==> src/rtl/mac_result_buf.sv <==
// Result buffer behind the pipelined MAC: a first-word-fall-through FIFO of {id, acc} entries.
// It raises accept_n early, leaving skid entries free for results still in flight.
// Optional `MAC_RESULT_BUF_ID_CHECK_EN adds a sticky id_err output.
// That output flags any arrive_id that breaks the +1 sequence.
module mac_result_buf #(
    parameter int acc_width = 16,
    parameter int id_width  = 1,
    parameter int depth     = 4,
    parameter int skid      = 1
) (
    input  logic                         clk,
    input  logic                         rst,
    input  logic                         push_out_n,
    input  logic [acc_width-1:0]         acc,
    input  logic [id_width-1:0]          arrive_id,
    output logic                         accept_n,
    input  logic                         pop,
    output logic                         valid_out,
    output logic [acc_width-1:0]         data_out,
    output logic [id_width-1:0]          id_out,
    output logic [$clog2(depth+1)-1:0]   count,
    output logic                         full,
    output logic                         empty,
    output logic                         ovf
`ifdef MAC_RESULT_BUF_ID_CHECK_EN
    ,
    output logic                         id_err
`endif
);
    localparam int cnt_width = $clog2(depth + 1);
    localparam int ptr_width = $clog2(depth);
    localparam logic [ptr_width-1:0] LAST_PTR  = ptr_width'(depth - 1);
    localparam logic [cnt_width-1:0] DEPTH_CNT = cnt_width'(depth);
    localparam logic [cnt_width-1:0] THRESH    = cnt_width'(depth - skid);

    logic [id_width+acc_width-1:0] r_mem [depth];
    logic [ptr_width-1:0]          r_rd_ptr;
    logic [ptr_width-1:0]          r_wr_ptr;
    logic [cnt_width-1:0]          r_count;
    logic                          r_accept_n;
    logic                          r_ovf;

    logic                          w_push;
    logic                          w_full;
    logic                          w_empty;
    logic                          w_pop_ok;
    logic                          w_push_ok;
    logic [cnt_width-1:0]          w_count_next;
    logic [id_width+acc_width-1:0] w_head;

    assign w_push    = ~push_out_n;
    assign w_full    = (r_count == DEPTH_CNT);
    assign w_empty   = (r_count == '0);
    assign w_pop_ok  = pop & ~w_empty;
    // A push into a full buffer still lands when the head leaves in the same cycle.
    assign w_push_ok = w_push & (~w_full | w_pop_ok);

    always_comb begin
        w_count_next = r_count;
        if (w_push_ok && !w_pop_ok) begin
            w_count_next = r_count + 1'b1;
        end else if (!w_push_ok && w_pop_ok) begin
            w_count_next = r_count - 1'b1;
        end
    end

    always_ff @(posedge clk) begin
        if (w_push_ok) begin
            r_mem[r_wr_ptr] <= {arrive_id, acc};
        end
    end

    always_ff @(posedge clk) begin
        if (rst) begin
            r_rd_ptr   <= '0;
            r_wr_ptr   <= '0;
            r_count    <= '0;
            r_accept_n <= 1'b0;
            r_ovf      <= 1'b0;
        end else begin
            if (w_push_ok) begin
                r_wr_ptr <= (r_wr_ptr == LAST_PTR) ? '0 : r_wr_ptr + 1'b1;
            end
            if (w_pop_ok) begin
                r_rd_ptr <= (r_rd_ptr == LAST_PTR) ? '0 : r_rd_ptr + 1'b1;
            end
            r_count    <= w_count_next;
            r_accept_n <= (w_count_next >= THRESH);
            if (w_push && !w_push_ok) begin
                r_ovf <= 1'b1;
            end
        end
    end

`ifdef MAC_RESULT_BUF_ID_CHECK_EN
    logic [id_width-1:0] r_exp_id;
    logic                r_id_err;

    always_ff @(posedge clk) begin
        if (rst) begin
            r_exp_id <= '0;
            r_id_err <= 1'b0;
        end else if (w_push_ok) begin
            if (arrive_id != r_exp_id) begin
                r_id_err <= 1'b1;
            end
            r_exp_id <= arrive_id + 1'b1;
        end
    end

    assign id_err = r_id_err;
`endif

    assign w_head    = r_mem[r_rd_ptr];
    assign data_out  = w_empty ? '0 : w_head[acc_width-1:0];
    assign id_out    = w_empty ? '0 : w_head[id_width+acc_width-1:acc_width];
    assign valid_out = ~w_empty;
    assign full      = w_full;
    assign empty     = w_empty;
    assign count     = r_count;
    assign accept_n  = r_accept_n;
    assign ovf       = r_ovf;
endmodule

==> config.mk <==
export PLATFORM = sky130hd
export DESIGN_NAME = mac_result_buf
export DESIGN_NICKNAME = d
export VERILOG_FILES = /design/src/rtl/mac_result_buf.sv
export SDC_FILE = /design/constraint.sdc
export NUM_CORES = 1
export LEC_CHECK = 0
export ABC_AREA = 1
export CORE_ASPECT_RATIO = 0.8
export CORE_MARGIN = 4
export CORE_UTILIZATION = 35
export DETAILED_ROUTE_END_ITERATION = 10
export MAX_ROUTING_LAYER = met4
export SLEW_MARGIN = 20
export SYNTH_ARGS = -nofsm -noshare
export SYNTH_HDL_FRONTEND = slang
export SYNTH_SLANG_ARGS = --single-unit
==> constraint.sdc <==
create_clock -name clk -period 2.6 [get_ports clk]
set_input_delay 0.26 -clock clk [delete_from_list [all_inputs] [get_ports clk]]
set_output_delay 0.26 -clock clk [all_outputs]
set_load 0.03 [all_outputs]
==> results of run 1 <==
cells in the final DEF (no fill, tap or decap):
cell type / n
o21ai_4: 1
nand2_2: 1
edfxtp_1: 68
dfxtp_1: 11
dlymetal6s2s_1: 10
buf_4: 10
nand2_4: 2
bufinv_16: 3
a211oi_2: 1
inv_1: 12
clkdlybuf4s50_1: 34
inv_6: 1
nand4_1: 3
a21oi_1: 21
nor2_1: 75
clkbuf_16: 9
nand3_1: 4
nand2_1: 8
o21ai_0: 28
clkinv_4: 3
nand3_2: 4
ha_1: 8
inv_2: 4
o21ai_1: 9
clkinv_1: 1
o211a_1: 1
a31oi_1: 1
timing repair:
item	in CTS	in global routing
buffers inserted	0	0
resized for setup	0	10
endpoints found under the setup margin	0	10
power by group:
part           switching (mW)  internal, mW  total (mW)
Sequential             0.0384          1.46        1.50
Clock                   0.475         0.940        1.42
Combinational           0.627         0.354       0.981
worst max-delay path by stage:
stage,startpoint,endpoint,slack (ps),depth (start not counted)
after CTS,count[0],data_out[1],20,6
after global routing,count[0],data_out[5],3,6
after detailed placement,count[0],data_out[1],410,6
after global placement,count[0],data_out[1],450,6
final,count[0],data_out[5],120,6
after floorplan,count[0],r_mem[0][0],320,5
cells by family (layout without fill, tap and decap cells):
kind of cell	count (synthesis)	count (layout)	synth area share
AO/OA/AOI/OAI	62	62	0.103
AND/OR/NAND/NOR	97	97	0.129
adder cells (fa/ha/maj)	8	8	0.0308
flip-flops	79	79	0.695
buffers and inverters	28	87	0.0419
state kept, by name, summed over array words and instances, names as in the netlist, named ones only:
register and count:
ovf 1, count 3, accept_n 1, r_mem 68
r_rd_ptr 2, r_wr_ptr 2
routing by layer:
metal / global-route usage / vias up / wire (µm)
met2: 0.201 / 39 / 3290
met3: 0.0322 / 4 / 202
met4: 0.0464 / 0 / 60
met1: 0.172 / 1007 / 3130
li1: - / 1065 / -
met5: - / - / 0
worst min-delay path, cell delays in order (launching register included):
cell and delay, ps:
dfxtp_1 330, a31oi_1 50, nor2_1 70
per-stage QoR:
step	util	total power, mW	instance area, µm²	setup WS [ps]	instances
after floorplan	-	2.15	3250	317	274
after global placement	0.424	2.52	3840	453	432
after detailed placement	0.424	2.52	3840	413	432
after CTS	0.462	3.94	4190	24.6	448
after global routing	0.464	4.09	4220	2.77	448
final	0.464	3.90	4220	119	448
cell type report:
class,instances,area [µm²],area share
clock buffers,9,225,0.0534
clock inverters,7,120,0.0285
inverters,17,68.8,0.0163
multi-input cells,167,855,0.203
flip-flops and latches,79,2260,0.537
well taps,115,144,0.0341
repair buffers,54,541,0.128
==> flow_summary.json, run 1 <==
{
  "crit_path_max_incr_delay_ps": 690,
  "cellPowerDensity_nw_per_um2": 924,
  "power_leakage_nw": 1.69,
  "synth_area_um2": 3250,
  "worst-path-buf-inv": 3,
  "start_kind": "flip-flop",
  "fin_skew_ps": 7.39,
  "clk_latency_ps": 330,
  "grt_use_total": 0.132,
  "synth_edf_count": 68,
  "vias_per_cell": 4.72,
  "hold_depth": 2,
  "drt_iter0_drc": 155,
  "timing_max_transition_violations_final": 0,
  "synth_cell_types": 23,
  "slowest_stage": "clkdlybuf4s50_1",
  "syn_nets": 303,
  "drt_first_pass_iters": 4,
  "yosysMostFrequentCell": "nor2_1",
  "critPathKind": "reg2out",
  "ir_drop_mv": 0.332,
  "synth_flop_cell": "edfxtp_1",
  "slew_headroom": 0.658,
  "synth-seq-cells": 79,
  "die_w_um": 116,
  "fill_cells": 847,
  "fp.dieArea_um2": 10900,
  "synth_top_cell_area_share": 0.628,
  "clock_sink_count": 79,
  "gp_congestion": 0.851,
  "start_util": 0.358,
  "cts_tree": "done",
  "post-route-drc-count": 0,
  "maxCapViolCount": 0,
  "reg2reg_slack_ps": 850,
  "synth.area.top_cells": "edfxtp_1, nor2_1, dfxtp_1",
  "detail_route.wl_per_cell_um": 14.9,
  "min_period_ps": 2480,
  "final_hold_viol_count": 0,
  "hold_path_class": "reg2reg",
  "rsz0062_at_grt": "no",
  "cts-hold-fix-buffers": 0,
  "core_area_um2": 9080,
  "n_antenna_cell": 0,
  "yosys_warnings": 0,
  "area_delta_synth_final_pct": 29.6,
  "syn-instance-count": 274,
  "path_cells": "inv_1 -> ha_1 -> nand2_4 -> inv_2 -> a21oi_1 -> clkdlybuf4s50_1",
  "htreeDepth": 3,
  "nNetsFinal": 357,
  "crit_fanout": 18,
  "status": "complete, no violations",
  "setup_viol_count_final": 0,
  "die_h_um": 94.2,
  "holdCritStartpoint": "ovf",
  "path_clk_slew_ps": 60,
  "clk_path_buf_depth": 2,
  "grt_max_degree": 35,
  "cts_buffers": 9,
  "r2r-start": "count[0]",
  "async_flop_share": 0,
  "synth_top_area_cell": "edfxtp_1",
  "grt_overflow": 0,
  "crit_required_ps": 2340,
  "dp_hpwl_mm": 4.24,
  "dr_total_vias": 2115,
  "drive_above_1_share": 0.117,
  "setup_tns_ps": 0,
  "hold_path_end": "ovf",
  "fin_crit_sh": 0.954,
  "cts-root-buf": "clkbuf_16",
  "rows": 31,
  "boundaryPins": 46,
  "ff2ff_path_depth": 6,
  "io_buffers": 45,
  "synthTopCellsByCount": "nor2_1, edfxtp_1, o21ai_0",
  "clock.fmax_mhz": 403,
  "timing.rr.end": "r_mem[1][15]",
  "cp.arrival_ps": 2220,
  "tightestPinTransition_ps": 513,
  "crit_family": "buffers and inverters",
  "worstSetupEndpointType": "primary output",
  "holdWs_ps": 475,
  "antenna_found_initial": 0,
  "ant_nets": 0,
  "grt_pass1_vias": 2077,
  "grt_pass1_wl_mm": 10.6,
  "yosysSeqAreaShare": 0.695,
  "syn_area_per_cell_um2": 11.9,
  "routed_wl_mm": 6.68
}
No activity file was read; power rests on OpenSTA's default activity.
==> inputs of run 2 (changes only) <==
CTS_CLUSTER_DIAMETER = 150   (was default)
==> results of run 2 <==
No change in the layout: final DEF, timing and power equal those of run 1.
